[config.mk]
export PLATFORM = sky130hd
export DESIGN_NAME = song_reader
export DESIGN_NICKNAME = d
export VERILOG_FILES = /design/src/rtl/song_reader_pkg.sv /design/src/rtl/song_reader_beat_countdown.sv /design/src/rtl/song_reader.sv
export SDC_FILE = /design/constraint.sdc
export NUM_CORES = 1
export LEC_CHECK = 0
export ABC_AREA = 1
export CELL_PAD_IN_SITES_DETAIL_PLACEMENT = 0
export CELL_PAD_IN_SITES_GLOBAL_PLACEMENT = 1
export CORE_ASPECT_RATIO = 1.75
export CORE_MARGIN = 2
export CORE_UTILIZATION = 35
export DETAILED_ROUTE_END_ITERATION = 6
export GPL_TIMING_DRIVEN = 0
export PLACE_DENSITY = 0.82
export SLEW_MARGIN = 20
export SYNTH_ARGS = -nofsm -noshare
export SYNTH_HDL_FRONTEND = slang
export SYNTH_SLANG_ARGS = --single-unit
export TNS_END_PERCENT = 1
[constraint.sdc]
create_clock -name clk -period 2.7 [get_ports clk]
set_clock_uncertainty 0.2 [all_clocks]
set_input_delay 0.54 -clock clk [delete_from_list [all_inputs] [get_ports clk]]
set_output_delay 0.54 -clock clk [all_outputs]
set_load 0.005 [all_outputs]
[src/rtl/song_reader_pkg.sv]
// song_defs: song entry layout, reader state encoding and sizing shared with song_rom tooling and note_player
package song_defs;
  localparam int SONG_LEN = 32;
  localparam int NUM_VOICES = 3;
  localparam int IDX_W = $clog2(SONG_LEN);
  localparam int ADV_BIT = 15;
  localparam int NOTE_MSB = 14;
  localparam int NOTE_LSB = 9;
  localparam int DUR_MSB = 8;
  localparam int DUR_LSB = 3;
  localparam int DUR_W = DUR_MSB - DUR_LSB + 1;
  localparam logic [5:0] NOTE_REST = 6'd0;
  typedef enum logic [2:0] {S_IDLE, S_FETCH, S_DECODE, S_WAIT_BEATS, S_DONE} state_t;
endpackage

[src/rtl/song_reader_beat_countdown.sv]
// beat_countdown: loadable beat counter that decrements on enabled beats and flags zero
//   clk, rst   : clock, async active-high reset
//   i_clr      : force count to 0 (highest priority)
//   i_load     : load i_dur
//   i_en       : decrement this cycle (beat pulse while counting)
//   o_zero     : count is 0
//   o_expire   : this enabled beat takes the count from 1 to 0
module beat_countdown
  import song_defs::*;
(
  input  logic             clk,
  input  logic             rst,
  input  logic             i_clr,
  input  logic             i_load,
  input  logic [DUR_W-1:0] i_dur,
  input  logic             i_en,
  output logic             o_zero,
  output logic             o_expire
);
  logic [DUR_W-1:0] r_cnt;
  assign o_zero = r_cnt == '0;
  assign o_expire = i_en && r_cnt == DUR_W'(1);
  always_ff @(posedge clk or posedge rst)
    if (rst) r_cnt <= '0;
    else if (i_clr) r_cnt <= '0;
    else if (i_load) r_cnt <= i_dur;
    else if (i_en && !o_zero) r_cnt <= r_cnt - DUR_W'(1);
endmodule

[src/rtl/song_reader.sv]
// song_reader: walks one song out of song_rom and issues note-start commands on rotating voices
//   clk, reset        : clock, async active-high reset
//   play, song, beat  : run level, song select, one-cycle beat pulse
//   rom_addr/rom_dout : {song, index} to song_rom, data back one clock later
//   new_note, note, duration, voice : dispatch pulse with held note fields
//   song_done         : one-cycle pulse after the last entry
module song_reader
  import song_defs::*;
(
  input  logic        clk,
  input  logic        reset,
  input  logic        play,
  input  logic [1:0]  song,
  input  logic        beat,
  output logic [6:0]  rom_addr,
  input  logic [15:0] rom_dout,
  output logic        new_note,
  output logic [5:0]  note,
  output logic [5:0]  duration,
  output logic [1:0]  voice,
  output logic        song_done
);
  state_t           r_state, w_after;
  logic [IDX_W-1:0] r_index;
  logic [1:0]       r_song_q, r_vcnt, r_voice, w_vnext;
  logic [5:0]       r_note, r_dur, w_note;
  logic [DUR_W-1:0] w_dur;
  logic [2:0]       w_unused;
  logic             r_new, r_done, w_adv, w_change, w_load, w_expire, w_zero;
  assign w_adv = rom_dout[ADV_BIT];
  assign w_note = rom_dout[NOTE_MSB:NOTE_LSB];
  assign w_dur = rom_dout[DUR_MSB:DUR_LSB];
  assign w_unused = rom_dout[2:0];
  assign w_change = r_state != S_IDLE && song != r_song_q;
  assign w_load = r_state == S_DECODE && play && !w_change && w_adv && w_dur != '0;
  // leaving the last entry wraps the index to 0 and ends the song
  assign w_after = r_index == IDX_W'(SONG_LEN - 1) ? S_DONE : S_FETCH;
  assign w_vnext = r_vcnt == 2'(NUM_VOICES - 1) ? 2'd0 : r_vcnt + 2'd1;
  assign rom_addr = {song, r_index};
  assign new_note = r_new;
  assign note = r_note;
  assign duration = r_dur;
  assign voice = r_voice;
  assign song_done = r_done;
  beat_countdown u_beats (
    .clk      (clk),
    .rst      (reset),
    .i_clr    (w_change),
    .i_load   (w_load),
    .i_dur    (w_dur),
    .i_en     (r_state == S_WAIT_BEATS && play && beat && !w_change),
    .o_zero   (w_zero),
    .o_expire (w_expire)
  );
  always_ff @(posedge clk or posedge reset) begin
    if (reset) begin
      r_state <= S_IDLE;
      r_index <= '0;
      r_song_q <= '0;
      r_vcnt <= '0;
      r_voice <= '0;
      r_note <= '0;
      r_dur <= '0;
      r_new <= 1'b0;
      r_done <= 1'b0;
    end else begin
      r_new <= 1'b0;
      r_done <= 1'b0;
      if (w_change) begin
        r_state <= S_IDLE;
        r_index <= '0;
        r_vcnt <= '0;
      end else begin
        case (r_state)
          S_IDLE: if (play) begin
            r_state <= S_FETCH;
            r_song_q <= song;
          end
          S_FETCH: if (play) r_state <= S_DECODE;
          // a paused decode refetches so stale rom_dout is never used
          S_DECODE: if (!play) r_state <= S_FETCH;
          else begin
            if (w_note != NOTE_REST) begin
              r_new <= 1'b1;
              r_note <= w_note;
              r_dur <= w_dur;
              r_voice <= r_vcnt;
              r_vcnt <= w_vnext;
            end
            if (w_adv) r_vcnt <= '0;
            if (w_load) r_state <= S_WAIT_BEATS;
            else begin
              r_index <= r_index + 1'b1;
              r_state <= w_after;
            end
          end
          S_WAIT_BEATS: if (play && (w_expire || w_zero)) begin
            r_index <= r_index + 1'b1;
            r_state <= w_after;
          end
          S_DONE: begin
            r_done <= 1'b1;
            r_index <= '0;
            r_state <= S_IDLE;
          end
          default: r_state <= S_IDLE;
        endcase
      end
    end
  end
endmodule
# Word level (Yosys, flattened, before mapping)
# Index checks and enable logic that the tools add are counted.
# classes
addsub	3
n_reduce_logical	29
bitwise_logic	1
div	0
n_eq_ne	13
n_lt_le_gt_ge	0
muxes	28
n_shift	0
multipliers	0
# op_table
operator	count
$mux 3	7
$mux 5	4
$mux 6	3
$pmux 5 s3	1
$mux 2	6
$ne 3x3->1 const B	4
$pmux 3 s4	1
$reduce_bool 6->1	2
$logic_and 1x1->1	11
$reduce_and 3->1	3
$reduce_bool 3->1	3
$reduce_and 4->1	2
$eq 3x2->1 const B	2
$eq 6x1->1 const B	1
$logic_not 6->1	1
$mux 1	6
$sub 6x1->6 const B	1
$add 5x1->5 const B	1
$eq 5x5->1 const B	1
$reduce_bool 2->1	2
$reduce_bool 4->1	1
$eq 3x1->1 const B	1
$eq 3x3->1 const B	1
$logic_not 3->1	1
7 further kinds	8
# totals
mem_bits_rw	0
latchBits	0
memories	0
input_bits	22
register_bits	34
out_inout_bits	23
mem_bits_ro	0

# Longest topological paths before layout
# depth
word_depth	10
depth_mapped	13

# Modules after synthesis
# From an unflattened synthesis, not the netlist that was laid out.
# hier_totals
cells_unflattened	262
hier_area_um2	1955.6
# modules_own_cells
module	cells_per_inst	n_inst	area_each_um2
song_reader	193	1	1488.9
beat_countdown	69	1	466.7

# Worst setup path after synthesis
# Ideal clock, no wire load.
# synth_path
kind	input to register
start	input port song[1]
end	register r_voice[0], in the netlist voice[0]
slack_ps	944
path_buffers	2
path_stages	12
setup_ps	117
arrival_time_ps	1439
path_cell_list	inv_1 > nand2_1 > nand2_1 > nand2_2 > nand2_2 > buf_6 > nand2_1 > nor2_4 > inv_2 > buf_6 > nand2_1 > nand2_1
# synth_via
elab_chain_len	4
# synth_rtl
element	line	source
from (decl)	song_reader.sv:13	input logic [1:0] song,
$ne 2x2->1	song_reader.sv:34	assign w_change = r_state != S_IDLE && song != r_song_q;
$logic_and 1x1->1	song_reader.sv:34	
$not 1->1 (no line)	n/a	
$reduce_and 4->1 (no line)	n/a	
to (signal assigned)	song_reader.sv:87	r_voice <= r_vcnt;
to (decl)	song_reader.sv:25	logic [1:0] r_song_q, r_vcnt, r_voice, w_vnext;
# No other way between the ends.
# A chain may end at the register's enable or synchronous reset.

# Final worst setup path
# layout_path
start	input port song[0]
end	output port rom_addr[5]
# layout_lines
element	line	source
to (decl)	song_reader.sv:15	output logic [6:0] rom_addr,
# No word-level cell between the ends.

==> impl_metrics.yaml <==
routing:
  vias: 1695
  drt_iter0_drc: 79
  drc: 0
  wire_per_inst_um: 12.01
  drt-pass1-iter-count: 5
  ant_nets: 0
  wl_mm: 4.167
  vias_per_cell: 4.885
cells_and_area:
  diodes: 0
  fin_nets: 319
  syn_to_final_growth_pct: 31.66
  fin_area_um2: 2461
  drive_gt1_share_pct: 10.96
  fillers: 529
clock_network:
  clk_path_buf_depth: 2
  clock-sinks: 34
  worstSkewPairLatency_ps: 280
  postCtsHoldBufs: 0
  htree_levels: 2
  clk_pin_slew_ps: 70
  numCtsBuffers: 5
  cts-resized-gates: 0
  cts_root_buf: "clkbuf_8"
  cts_setup_buffers: 0
  cts_tree: "yes"
worst_setup_path:
  crit_fanout: 3
  arrival_ps: 1640
  crit_required_ps: 1960
  reg2reg_to: "r_index[3]"
  reg2reg_setup_slack_ps: 860
  r2r-start: "r_state[2]"
  crit_end: "rom_addr[5]"
  r2r_cells: 11
  critical_path_class: "in -> out"
  cp-end-kind: "output port"
  startpoint_type: "input port"
  crit_start: "song[0]"
floorplanning:
  io_pins: 45
  die_h_um: 100.7
  die_w_um: 59.25
  initial_utilization_pct: 35.87
  num_rows: 35
  fp.coreArea_um2: 5211
  die_area_um2: 5964
hold_path:
  hp-class: "reg -> reg"
synthesis:
  yosysMostFrequentCell: "nand2_1"
  ys_warn_count: 0
  ys_top_cells_by_area: "dfrtp_1 (46%), nand2_1 (17%), nand3_1 (4.3%), inv_1 (4.2%), ha_1 (3.3%)"
  netlist.top_cell.by_area: "dfrtp_1"
  synth_edf_count: 0
  synth_nets: 271
  synth_common_cells: "nand2_1 (85), dfrtp_1 (34), inv_1 (21), nand3_1 (16), nor2_1 (16)"
  syn_avg_cell_area_um2: 7.661
  netlist.area_leader.share_pct: 45.52
  async_flop_share_pct: 100.0
  synth_cell_types: 27
  syn-instance-count: 244
  synth_seq_cells: 34
  synth_seq_area_share_pct: 45.52
  ys.flop_type: "dfrtp_1"
  syn-cell-area_um2: 1869
pwr:
  power.density_nw_per_um2: 1069
  power_frac_comb_pct: 49.2
  p_sw_share_pct: 38.36
  power_frac_clock_pct: 18.5
  p_int_mw: 1.621
  leakage_nw: 1.253
  irDropWorstVdd_mv: 0.6069
  power.switching_mw: 1.009
  total_power_mw: 2.631
  p_seq_share_pct: 32.3
sta:
  rsz0062_at_grt: "false"
  finalCritPeriodShare_pct: 88.04
  max_freq_ghz: 0.4207
  tns_ps: 0
  min_period_ps: 2377
  slew_headroom_pct: 51.55
  drv_slew: 0
  hold_viol: 0
  tightestPinTransition_ps: 725.6
  setup_violations: 0
run:
  cap_violations: 0
placement:
  placed_cell_area_um2: 2349
  place_hpwl_mm: 3.164
  gp_congestion: 0.8320
  io_buffer_count: 41
grt:
  grt_overflow: 0
  use_met3_pct: 3.594
  grt_usage_pct: 15.98
  met2_usage_pct: 30.09
  antenna_found_initial: 0
  grt_use_met1_pct: 16.69
  grt_max_degree: 35
  grt_pass1_wl_mm: 7.410
  gr-max-usage-layer: "met2"
  grt_pass1_vias: 1723
outcome:
  status: "finished clean"
[cells by family (layout without fill, tap and decap cells)]
family | count (synthesis) | count (layout) | synth area share (%)
compound gates | 26 | 26 | 7.163
xor+xnor | 6 | 6 | 2.811
fa+ha+maj | 5 | 5 | 3.347
buf+inv | 33 | 81 | 8.166
flops | 34 | 34 | 45.52
simple gates | 140 | 140 | 33.00
[critical path, cell delays in order]
cell             delay [ps]
clkdlybuf4s50_1         500
buf_4                   110
clkdlybuf4s50_1         480
[metal layers]
layer	wire length [µm]	part of all wire, %
met5	0	0
met4	60	1.4
met3	167	4.0
met2	2295	55
met1	1644	39
[power groups by stage]
stage / sequential (mW) / combinational (mW) / clock [mW]
CTS: 0.854 / 1.31 / 0.499
detailed placement: 0.864 / 1.31 / 0
floorplan: 0.851 / 0.831 / 0
global route: 0.884 / 1.48 / 0.513
finish: 0.850 / 1.29 / 0.485
global placement: 0.855 / 1.30 / 0
[worst min path at each step]
stage                        endpoint   startpoint  slack [ps]  cells after the start
final                     duration[4]  duration[4]         270                      2
after global routing      duration[4]  duration[4]         310                      2
after CTS                 duration[1]  duration[1]         280                      2
after detailed placement  duration[1]  duration[1]         260                      2
after global placement        note[0]      note[0]         250                      2
after floorplan           duration[0]  duration[0]         270                      2
[layout make-up]
type	instances	area [µm²]	share of cell area (%)
plain buffers	7	55.05	2.237
clock buffers	6	82.58	3.355
clock inverters	1	30.03	1.220
repair buffers	41	410.4	16.68
multi-input cells	177	865.8	35.18
well taps	55	68.82	2.796
flip-flops and latches	34	850.8	34.57
inverters	26	97.59	3.965
[placed cells by master (no fill, tap or decap), types with 3 or more instances in the layout]
master,count
o21ai_1,12
o21ai_0,10
nand2_2,6
ha_1,5
clkbuf_8,6
nor3_1,5
inv_2,6
nor2_1,16
buf_4,3
nand3_1,16
and3_1,3
xor2_1,5
nand2_1,85
clkdlybuf4s50_1,41
inv_1,20
dfrtp_1,34
[metrics by stage]
stage               hold WS [ps]  util (%)  std cells  setup slack (ps)
detailed placement         257.5     45.07        340             256.0
floorplan                  265.0         -        244             944.0
global route               307.4     47.23        347             272.9
CTS                        275.9     47.23        347             313.1
global placement           252.7     45.07        340             239.8
finish                     268.9     47.23        347             322.8
[sequential cells by signal, indices dropped and copies added (netlist names)]
register and cells:
u_beats.r_cnt 6, duration 6, r_index 5, new_note 1
r_vcnt 2, note 6, song_done 1, r_state 3
voice 2, r_song_q 2
Power figures use the tool's default switching activity.
==> patch 1: new RTL, config.mk and constraints unchanged <==
Re-encode `state_t` (5 states) as one-hot, 5 bits wide.
--- a/src/rtl/song_reader_pkg.sv
+++ b/src/rtl/song_reader_pkg.sv
@@ -10,6 +10,6 @@
   localparam int DUR_LSB = 3;
   localparam int DUR_W = DUR_MSB - DUR_LSB + 1;
   localparam logic [5:0] NOTE_REST = 6'd0;
-  typedef enum logic [2:0] {S_IDLE, S_FETCH, S_DECODE, S_WAIT_BEATS, S_DONE} state_t;
+  typedef enum logic [4:0] {S_IDLE = 5'b00001, S_FETCH = 5'b00010, S_DECODE = 5'b00100, S_WAIT_BEATS = 5'b01000, S_DONE = 5'b10000} state_t;
 endpackage
 
Behaviour: no difference found for any inputs over 10 cycles, from zero or initial values and one cycle with reset high; not proved beyond that.
==> patch 1 against the original RTL <==
- setup slack lost 24 ps
- routed wire length increased by 12%
- final area is 12% higher
- power down 3.2%
- sequential share of layout area down 1.9 points
- register-to-register slack worse by 70 ps
- count of clock-buffer cells in the layout fell by 1
- sequential cell count increased by 2
- clock power about the same
- first-iteration DRC count grew 7.6%
- core utilization decreased by 0.26 points
- synthesized area is 14% higher
==> patch 1: results (changes against the original RTL) <==
initial antenna violation count=0 (unchanged); largest net degree at the start of global routing=29 (was 35); syn avg cell area=8.07 um2 (was 7.66 um2); CP Max Fanout=3 (unchanged); Met1 Wirelength=1790 um (was 1640 um); fraction of layout cells with a size suffix above 1=0.214 (was 0.110); grt met2 use=0.289 (was 0.301); Net Count, Synth=290 (was 271); placed instance area=2650 um2 (was 2350 um2); met3 WL=196 um (was 167 um); Tot GR Track Use=0.153 (was 0.160); post-synthesis sequential area ratio=0.425 (was 0.455); ys async rst share=1.00 (unchanged); Final nets=339 (was 319); worst vdd ir=0.415 mV (was 0.607 mV); 1st-pass router iterations=6 (was 5); HP Class=in2async (was reg2reg); worst-case clock buffer depth=2 (unchanged); run status=finished, final reports clean (unchanged); worst r2r src=r_state[0]$_DFFE_PP1P_ (was r_state[2]$_DFFE_PP0P_); Fillers=612 (was 529); Worst R2R End=r_state[1]$_DFFE_PP0P_ (was r_index[3]$_DFFE_PP0P_); hold_ws=267 ps (was 269 ps); Unique masters post-synth=29 (was 27); number of CTS-inserted buffers=5 (unchanged); Worst Reg-to-Reg Cells=12 (was 11); Clk Latency, worst-skew pair=300 ps (was 280 ps); initial DRC count=85 (was 79); Synth area leaders=dfrtp_1, nand2_1, o21ai_2, inv_1, ha_1 (was dfrtp_1, nand2_1, nand3_1, inv_1, ha_1); Pint=1.55 mW (was 1.62 mW); met2 wire len=2540 um (was 2300 um); leakage power=1.37 nW (was 1.25 nW); Total Wirelength=4660 um (was 4170 um); Top Metal Used=met4 (unchanged); CP arrival=1660 ps (was 1640 ps); via count=1792 (was 1695); Rel. slew slack=0.786 (was 0.516); Post-CTS Setup Inserts=0 (unchanged); M3 GR Usage=0.0399 (was 0.0359); Placed Cells=383 (was 340); Synth Warn #=0 (unchanged); Worst R2R Setup Slack=790 ps (was 860 ps); pre-CTS setup slack=247 ps (was 256 ps); most frequent cells after synthesis=nand2_1, dfrtp_1, inv_1 (unchanged); HPWL Detailed=3690 um (was 3160 um); M1 GR Usage=0.148 (was 0.167); Cell Count, Final, Fillers Out=391 (was 347); GPL Wtd Cong=0.752 (was 0.832); first-pass GRT wire length=8060 um (was 7410 um)
patch 1: cell count changes in the layout (fill, tap and decap cells not counted), moves of 3 or more:
cell,delta
o21ai_2,+17
inv_1,+11
nand3_1,-6
o21ai_1,-6
nor2_2,+4
and3_1,-3
nand2_1,-3
nand2_2,+3
nand4_1,+3
patch 1: area by class of cell:
cell class	count	area (um2)	area share
multi-input combinational	183	1010	0.367
sequential	36	902	0.327
timing repair buffer	42	430	0.156
inverter	38	148	0.0535
tap	78	97.6	0.0353
clock buffer	5	68.8	0.0249
buffer	6	60.1	0.0217
clock inverter	3	42.5	0.0154
patch 1: worst max-delay path by stage:
| stage | end | slack, ps |
|---|---|---|
| floorplan | r_index[0]$_DFFE_PP0P_ | 950 |
| global placement | duration[2]$_DFFE_PP0P_ | 260 |
| detailed placement | u_beats.r_cnt[5]$_DFFE_PP0P_ | 250 |
| CTS | rom_addr[5] | 290 |
| global route | rom_addr[6] | 280 |
| finish | rom_addr[5] | 300 |
patch 1: power groups by stage:
stage	Clock (mW)	Sequential, mW	Combinational, mW
after global routing	0.520	0.876	1.37
after global placement	0	0.850	1.21
final	0.484	0.846	1.22
after detailed placement	0	0.857	1.23
after CTS	0.499	0.846	1.24
after floorplan	0	0.846	0.832
patch 1: cells by family after synthesis:
logic type      Yosys count  synth area share
compound gates           33             0.110
xor+xnor                  4            0.0165
fa+ha+maj                 5            0.0295
buf+inv                  44            0.0979
flops                    36             0.425
simple gates            141             0.321
patch 1: worst max-delay path: stages:
cell             delay, ps
clkdlybuf4s50_1        510
buf_4                  120
clkdlybuf4s50_1        490
==> patch 2: new RTL, same flow settings <==
Made on the original files. Register the inputs `play`, `song`, `beat` and `rom_dout` before use, without a reset. The logic sees them one clock later. Comments in the files are not updated.
--- a/src/rtl/song_reader.sv
+++ b/src/rtl/song_reader.sv
@@ -20,6 +20,19 @@
   output logic [1:0]  voice,
   output logic        song_done
 );
+
+  logic play_q;
+  logic [1:0] song_q;
+  logic beat_q;
+  logic [15:0] rom_dout_q;
+
+  always_ff @(posedge clk) begin
+    play_q     <= play;
+    song_q     <= song;
+    beat_q     <= beat;
+    rom_dout_q <= rom_dout;
+  end
+
   state_t           r_state, w_after;
   logic [IDX_W-1:0] r_index;
   logic [1:0]       r_song_q, r_vcnt, r_voice, w_vnext;
@@ -27,16 +40,16 @@
   logic [DUR_W-1:0] w_dur;
   logic [2:0]       w_unused;
   logic             r_new, r_done, w_adv, w_change, w_load, w_expire, w_zero;
-  assign w_adv = rom_dout[ADV_BIT];
-  assign w_note = rom_dout[NOTE_MSB:NOTE_LSB];
-  assign w_dur = rom_dout[DUR_MSB:DUR_LSB];
-  assign w_unused = rom_dout[2:0];
-  assign w_change = r_state != S_IDLE && song != r_song_q;
-  assign w_load = r_state == S_DECODE && play && !w_change && w_adv && w_dur != '0;
+  assign w_adv = rom_dout_q[ADV_BIT];
+  assign w_note = rom_dout_q[NOTE_MSB:NOTE_LSB];
+  assign w_dur = rom_dout_q[DUR_MSB:DUR_LSB];
+  assign w_unused = rom_dout_q[2:0];
+  assign w_change = r_state != S_IDLE && song_q != r_song_q;
+  assign w_load = r_state == S_DECODE && play_q && !w_change && w_adv && w_dur != '0;
   // leaving the last entry wraps the index to 0 and ends the song
   assign w_after = r_index == IDX_W'(SONG_LEN - 1) ? S_DONE : S_FETCH;
   assign w_vnext = r_vcnt == 2'(NUM_VOICES - 1) ? 2'd0 : r_vcnt + 2'd1;
-  assign rom_addr = {song, r_index};
+  assign rom_addr = {song_q, r_index};
   assign new_note = r_new;
   assign note = r_note;
   assign duration = r_dur;
@@ -48,7 +61,7 @@
     .i_clr    (w_change),
     .i_load   (w_load),
     .i_dur    (w_dur),
-    .i_en     (r_state == S_WAIT_BEATS && play && beat && !w_change),
+    .i_en     (r_state == S_WAIT_BEATS && play_q && beat_q && !w_change),
     .o_zero   (w_zero),
     .o_expire (w_expire)
   );
@@ -72,13 +85,13 @@
         r_vcnt <= '0;
       end else begin
         case (r_state)
-          S_IDLE: if (play) begin
+          S_IDLE: if (play_q) begin
             r_state <= S_FETCH;
-            r_song_q <= song;
+            r_song_q <= song_q;
           end
-          S_FETCH: if (play) r_state <= S_DECODE;
+          S_FETCH: if (play_q) r_state <= S_DECODE;
           // a paused decode refetches so stale rom_dout is never used
-          S_DECODE: if (!play) r_state <= S_FETCH;
+          S_DECODE: if (!play_q) r_state <= S_FETCH;
           else begin
             if (w_note != NOTE_REST) begin
               r_new <= 1'b1;
@@ -94,7 +107,7 @@
               r_state <= w_after;
             end
           end
-          S_WAIT_BEATS: if (play && (w_expire || w_zero)) begin
+          S_WAIT_BEATS: if (play_q && (w_expire || w_zero)) begin
             r_index <= r_index + 1'b1;
             r_state <= w_after;
           end
Function: changed (Yosys sat finds a counterexample within 4 cycles, from zero or initial values and one cycle with reset high).
==> patch 2 against the original RTL <==
- synthesized area up 18%
- count of clock-buffer cells in the layout unchanged
- routed wire length up 9.7%
- largest power group unchanged
- final area rose by 14%
- largest cell class is now sequential cells
- power increased by 1.5%
- sequential cell count up 17
- worst hold slack got worse by 21 ps
- setup slack improved by 380 ps
==> patch 2: results (changes against the original RTL) <==
Final Max Tran Viols=0 (unchanged); CTS clk-pin slew, worst paths=90 ps (was 70 ps); CP arrival=1260 ps (was 1640 ps); HPWL Detailed=3410 um (was 3160 um); pre-CTS setup slack=907 ps (was 256 ps); worst slew pin tran=743 ps (was 726 ps); fraction of layout cells with a size suffix above 1=0.108 (was 0.110); worst-case clock buffer depth=2 (unchanged); HP Class=reg2reg (unchanged); Post-CTS Setup Inserts=0 (unchanged); CP Max Fanout=5 (was 3); Tot GR Track Use=0.144 (was 0.160); Worst path top cell family by delay=buffers and inverters (unchanged); Fillers=625 (was 529); run status=finished, final reports clean (unchanged); Most flops, register=rom_dout_q; Buffers on Ports=41 (unchanged); number of CTS-inserted buffers=5 (unchanged); via count=1762 (was 1695); Synth area leaders=dfrtp_1, dfxtp_1, nand2_1, o21ai_1, inv_1 (was dfrtp_1, nand2_1, nand3_1, inv_1, ha_1); Final nets=332 (was 319); most frequent cells after synthesis=nand2_1, dfrtp_1, inv_1 (unchanged); ys async rst share=0.667 (was 1.00); leakage power=1.33 nW (was 1.25 nW); DR vias/cell=4.56 (was 4.88); worst vdd ir=0.609 mV (was 0.607 mV); Total Wirelength=4570 um (was 4170 um); Slowest-stage cell, CP=clkdlybuf4s50_1 (unchanged); Placed Cells=378 (was 340); initial antenna violation count=0 (unchanged); # diodes=0 (unchanged); syn avg cell area=8.62 um2 (was 7.66 um2); CTS resizes=0 (unchanged); max incr delay on CP=530 ps (was 500 ps); Net Count, Synth=284 (was 271); first-pass GRT wire length=7860 um (was 7410 um); Unique masters post-synth=29 (was 27); GPL Wtd Cong=0.810 (was 0.832); largest net degree at the start of global routing=35 (unchanged); H-tree levels=2 (unchanged); max FFs per register=13; 1st-pass router iterations=4 (was 5); initial DRC count=78 (was 79); Clk Latency, worst-skew pair=300 ps (was 280 ps); post-synthesis sequential area ratio=0.538 (was 0.455)
patch 2: cell count changes after synthesis, sizes merged, moves of 2 or more:
cell / delta
nor3: -4
or2: +4
o21ai: +11
inv: +9
nor2: -2
buf: -4
nand2: -15
o21a: +2
dfxtp: +17
and3: -3
o22ai: +2
patch 2: logic make-up (layout without fill, tap and decap cells):
group | after synthesis | count (layout) | share of synthesized area
AOI/OAI and AO/OA | 41 | 41 | 0.105
buffers and inverters | 38 | 87 | 0.0689
and+or+nand+nor | 117 | 117 | 0.240
xor gates and xnor gates | 5 | 5 | 0.0198
adders and majority gates | 5 | 5 | 0.0282
DFF | 51 | 51 | 0.538
patch 2: worst min-delay path, stage by stage (launching register included):
cell     delay (ps)
dfxtp_1         320
inv_2            50
o21ai_1          60
patch 2: final cells by class:
type                            count  area, um2  share of cell area
Tap cell                           80        100              0.0356
Timing Repair Buffer               41        410               0.146
Clock inverter                      2       16.3             0.00578
Inverter                           35        131              0.0467
Sequential cell                    51       1190               0.423
Multi-Input combinational cell    168        871               0.309
Clock buffer                        6       72.6              0.0258
Buffer                              3       21.3             0.00756
patch 2: final timing paths:
path	depth (start not counted)	slack, ps	from	endpoint
hold / removal	2	250	rom_dout_q[10]$_DFF_P_	note[1]$_DFFE_PP0P_
min in group asynchronous	2	480	reset	u_beats.r_cnt[5]$_DFFE_PP0P_
setup / recovery	1	700	r_index[0]$_DFFE_PP0P_	rom_addr[0]
max in group asynchronous	2	1350	reset	note[2]$_DFFE_PP0P_
hold reg to reg	2	250	rom_dout_q[10]$_DFF_P_	note[1]$_DFFE_PP0P_
setup reg to reg	7	900	r_state[2]$_DFFE_PP0P_	u_beats.r_cnt[4]$_DFFE_PP0P_
patch 2: per-stage QoR:
step           power, mW  cell area [um2]
2_1_floorplan       1.83             2210
3_3_place_gp        2.23             2730
3_5_place_dp        2.25             2730
4_1_cts             2.70             2810
5_1_grt             2.91             2810
6_report            2.67             2810
patch 2: metal layers:
metal,up-vias,share of wire,global-route usage
met5,-,0,0
met4,0,0.029,0.0653
met3,10,0.033,0.0248
met2,33,0.53,0.264
met1,815,0.41,0.159
li1,904,-,-
patch 2: report_power, final:
group | internal (mW) | leakage (nW) | switching [mW] | total (mW)
clock network | 0.187 | 0.0418 | 0.254 | 0.441
logic | 0.546 | 0.702 | 0.601 | 1.15
registers | 0.944 | 0.591 | 0.137 | 1.08
total | 1.68 | 1.33 | 0.992 | 2.67
